===== config.mk =====
export PLATFORM = sky130hd
export DESIGN_NAME = pulse_drive_module
export DESIGN_NICKNAME = d
export VERILOG_FILES = /design/src/rtl/pulse_drive_module.sv
export SDC_FILE = /design/constraint.sdc
export NUM_CORES = 1
export LEC_CHECK = 0
export ABC_AREA = 1
export ABC_CLOCK_PERIOD_IN_PS = 1700
export CAP_MARGIN = 20
export CORE_ASPECT_RATIO = 0.5
export CORE_MARGIN = 2
export CORE_UTILIZATION = 50
export CTS_CLUSTER_DIAMETER = 30
export DETAILED_ROUTE_END_ITERATION = 7
export PLACE_DENSITY = 0.77
export SLEW_MARGIN = 0
export SYNTH_ARGS = -nofsm -noshare
export SYNTH_HDL_FRONTEND = slang
export SYNTH_SLANG_ARGS = --single-unit

===== constraint.sdc =====
create_clock -name CLOCK -period 1.7 [get_ports CLOCK]
set_input_delay 0.34 -clock CLOCK [delete_from_list [all_inputs] [get_ports CLOCK]]
set_output_delay 0.34 -clock CLOCK [all_outputs]
set_load 0.005 [all_outputs]

===== src/rtl/pulse_drive_module.sv =====
// pulse_drive_module: turns one-cycle requests into queued pin pulses with min high time and min low gap; ports CLOCK/RST in, Trig_In request, Pin_Out drive, Busy, Pend_Cnt queued count, Drop_Sig overflow flag
module pulse_drive_module #(
  parameter int HIGH_CNT = 500000,
  parameter int GAP_CNT  = 500000,
  parameter int CNT_W    = 20,
  parameter int QUEUE_W  = 4
) (
  input  logic               CLOCK,
  input  logic               RST,
  input  logic               Trig_In,
  output logic               Pin_Out,
  output logic               Busy,
  output logic [QUEUE_W-1:0] Pend_Cnt,
  output logic               Drop_Sig
);
  typedef enum logic [1:0] {IDLE, HIGH, GAP} state_t;
  state_t state_q, state_d;
  logic [CNT_W-1:0] cnt_q, cnt_d;
  logic [QUEUE_W-1:0] pend_q, pend_d;
  logic pin_q, pin_d, busy_q, busy_d, drop_q, drop_d;
  logic gap_end, take_q, fire;
  always_comb begin
    gap_end = state_q == GAP && cnt_q == '0;
    take_q  = gap_end && pend_q != '0;
    fire    = (state_q == IDLE && Trig_In) || (gap_end && (take_q || Trig_In));
    state_d = state_q;
    cnt_d   = cnt_q - CNT_W'(1);
    if (fire) begin
      state_d = HIGH;
      cnt_d   = CNT_W'(HIGH_CNT - 1);
    end else if (state_q == HIGH && cnt_q == '0) begin
      state_d = GAP;
      cnt_d   = CNT_W'(GAP_CNT - 1);
    end else if (gap_end || state_q == IDLE) begin
      state_d = IDLE;
      cnt_d   = '0;
    end
    pend_d = pend_q;
    drop_d = 1'b0;
    // At the end of a gap an arriving request is either consumed directly or
    // swaps places with the queued one it displaces, so the count holds.
    if (state_q != IDLE) begin
      if (Trig_In && !gap_end) begin
        drop_d = &pend_q;
        pend_d = &pend_q ? pend_q : pend_q + QUEUE_W'(1);
      end else if (!Trig_In && take_q) begin
        pend_d = pend_q - QUEUE_W'(1);
      end
    end
    pin_d  = state_d == HIGH;
    busy_d = state_d != IDLE;
  end
  always_ff @(posedge CLOCK) begin
    if (RST) begin
      state_q <= IDLE;
      cnt_q   <= '0;
      pend_q  <= '0;
      pin_q   <= 1'b0;
      busy_q  <= 1'b0;
      drop_q  <= 1'b0;
    end else begin
      state_q <= state_d;
      cnt_q   <= cnt_d;
      pend_q  <= pend_d;
      pin_q   <= pin_d;
      busy_q  <= busy_d;
      drop_q  <= drop_d;
    end
  end
  assign Pin_Out  = pin_q;
  assign Busy     = busy_q;
  assign Pend_Cnt = pend_q;
  assign Drop_Sig = drop_q;
endmodule


==> reports/results.ini <==
[worst_hold_path]
hp-class = reg -> reg
holdPathStages = 2
holdCritStartpoint = cnt_q[7]$_SDFF_PP0_

[yosys]
syn_area_um2 = 1530
synthesis.nets = 209
syn_avg_cell_area_um2 = 7.53
synth_cell_type_count = 29
yosysSeqAreaShare_pct = 38.0
ys_async_sr_fraction_pct = 0
ys_seq_elements = 29
ys_warn_count = 0
synth_ff_type = dfxtp_1
syn_inst = 203
synth-edff-count = 0

[global_route]
grt_overflow_total = 0
grtUsageTotal_pct = 23.3
grt_pass1_vias = 1413
antenna_found_initial = 0
grt_pass1_wl_um = 6110
grt_max_degree = 10

[clocking]
cts_made_buffers = 5
clk-insertion-delay-late_ns = 0.28
cts_hold_buf = 0
cts.reportedPaths.clkPinSlew_ns = 0.06
root_buffer = clkbuf_8
cts_buffer_depth = 2
cts_tree = done
cts_htree_levels = 2
numClockSinks = 29

[die]
num_rows = 14
ios = 10
start_util_pct = 51.6
coreArea_um2 = 2960
die-area_um2 = 3540
die_x_um = 82.2
die_h_um = 43.1

[drt]
routed_wl_um = 3740
first_pass_iters = 4
drtIter0Drc = 42
wl_per_cell_um = 12.5
remaining_drc_errors = 0
via_per_inst = 4.85
vias = 1446
antenna_left = 0

[power_and_ir_drop]
switching_share_pct = 33.3
clkPwrFrac_pct = 26.1
power.total_uw = 2180
comb_power_share_pct = 37.0
vdd_ir_drop_max_mv = 0.608
power_density_nw_per_um2 = 981
power_leakage_uw = 0.00101
p_seq_share_pct = 36.9
switchingPower_uw = 726
p_int_uw = 1450

[worst_setup_path]
worst-path-buf-inv = 3
crit_arrival_ns = 1.98
critPathLaunch = cnt_q[0]$_SDFF_PP0_
critical-path-top-delay-family = simple AND/OR/NAND/NOR gates
cp_slowest_cell = dfxtp_2
required_ns = 1.88
cp-end-kind = register
critical-path-max-stage-delay_ns = 0.32
path_cells = inv_2, ha_4, nand2_4, nor2_4, nand4_4, nand2_4, ha_4, nand3_1, nand2_1, inv_1, nand2_1, nand2_1, nand3_1, nand2_1, inv_1
rr_startpoint = cnt_q[0]$_SDFF_PP0_
path_max_fanout = 5
crit_type = reg -> reg
worst-path-stages = 15
r2r_cells = 15
cp-start-kind = register
cp_common_cell = nand2_1

[place]
gp_congestion = 0.810
io_buffers = 9
dpl_worst_slack_ns = -0.154
dp_hpwl_um = 2560

[sta]
period_share_pct = 106
max_slew.worst_pin.slew_ns = 0.473
rsz0062_at_grt = yes
max_slew_margin_pct = 68.2
finClkSkew_ns = 0.00486
drv_slew = 0
final_hold_viol_count = 0
worst_slack_ns = -0.0996
fmax_ghz = 0.556
min_period_ns = 1.80
setup_violations = 5
timing.setup.tns_ns = -0.355

[layout]
drive_gt1_share_pct = 39.9
nNetsFinal = 264
antennaDiodeCount = 0
synthToLayoutAreaGrowth_pct = 45.3

[outcome]
status = finished with violations
violations = setup timing

[run]
maxCapViolCount = 0

area by class of cell:
type,instances,area [um2]
timing repair buffer,49,394
inverter,29,109
clock buffer,7,86.3
tap,40,50.0
sequential,29,588
multi-input combinational,144,995
fill,200,738
metrics by stage:
step           hold WS (ns)  util, %  cell area (um2)  std cells
2_1_floorplan         0.447        -             1570        203
3_3_place_gp          0.488     66.6             1970        286
3_5_place_dp          0.510     66.6             1970        286
4_1_cts               0.528     71.4             2110        296
5_1_grt               0.558     75.1             2220        298
6_report              0.534     75.1             2220        298
power by group through the flow:
stage	combinational [uW]	sequential [uW]	clock, uW
after detailed placement	683	808	0
after global placement	662	805	0
after floorplan	408	817	0
after global routing	882	812	605
final	806	806	569
after CTS	736	798	578
state kept, by name, summed over array words and instances (netlist names):
register  cells
Busy          1
Pend_Cnt      4
Pin_Out       1
Drop_Sig      1
cnt_q        20
state_q       2
layer usage:
layer	vias to the layer above	global-route usage (%)	share of wire, %	wire, um
li1	749	-	-	-
met1	667	27.8	46	1720
met2	23	39.8	49	1840
met3	7	6.17	3.0	113
met4	0	9.33	1.7	63
met5	-	0	0	0
tightest hold or removal path: stages, from the launching register on:
cell and delay [ns]:
dfxtp_1 0.33, o21ai_0 0.08, a21oi_1 0.07
kinds of logic (layout without fill, tap and decap cells):
family                     Yosys count  after routing  synth area share, %
AOI/OAI and AO/OA                   25             25                 9.90
xor gates and xnor gates            13             13                 7.45
adders and majority gates            3              3                 2.46
buffers and inverters               30             85                 7.45
DFF                                 29             29                 38.0
and+or+nand+nor                    103            103                 34.8
path summary, 6_finish.rpt:
check	end	slack, ns
min reg2reg	cnt_q[7]$_SDFF_PP0_	0.53
min	cnt_q[7]$_SDFF_PP0_	0.53
max reg2reg	Pend_Cnt[3]$_SDFFE_PP0P_	-0.1
max	Pend_Cnt[3]$_SDFFE_PP0P_	-0.1
synthesized netlist by cell type (4+ instances only):
cell	instances	area (um2)
nand2_1	35	131
nor2_1	30	113
dfxtp_1	29	581
inv_1	27	101
o21ai_0	10	50.1
nand3_1	8	40.0
nor2_2	8	50.1
nand2_2	7	43.8
xor2_1	7	61.3
a21oi_1	6	30.0
xnor2_1	6	52.6
a22oi_1	4	30.0
nor2_4	4	45.0
placed cells by master (no fill, tap or decap), types with 3 or more instances in the layout:
master	n
inv_1	25
nand2_4	4
nand2_1	27
o21ai_1	3
buf_4	39
nand3_1	7
clkbuf_8	6
xnor2_1	6
nor2_2	6
nor2_1	25
xor2_1	7
a22oi_1	4
dfxtp_2	6
dfxtp_1	23
nor2_4	11
a21oi_2	3
nand2_2	10
inv_2	4
o21ai_0	5
a21oi_1	5
clkdlybuf4s50_1	9
timing repair:
action                     4_1_cts  5_1_grt
hold endpoints to repair         0        0
setup endpoints to repair        9       27
setup buffers                    4        2
pin swaps                        9       23
gates resized for setup         11       29
No activity file was read; power rests on OpenSTA's default activity.
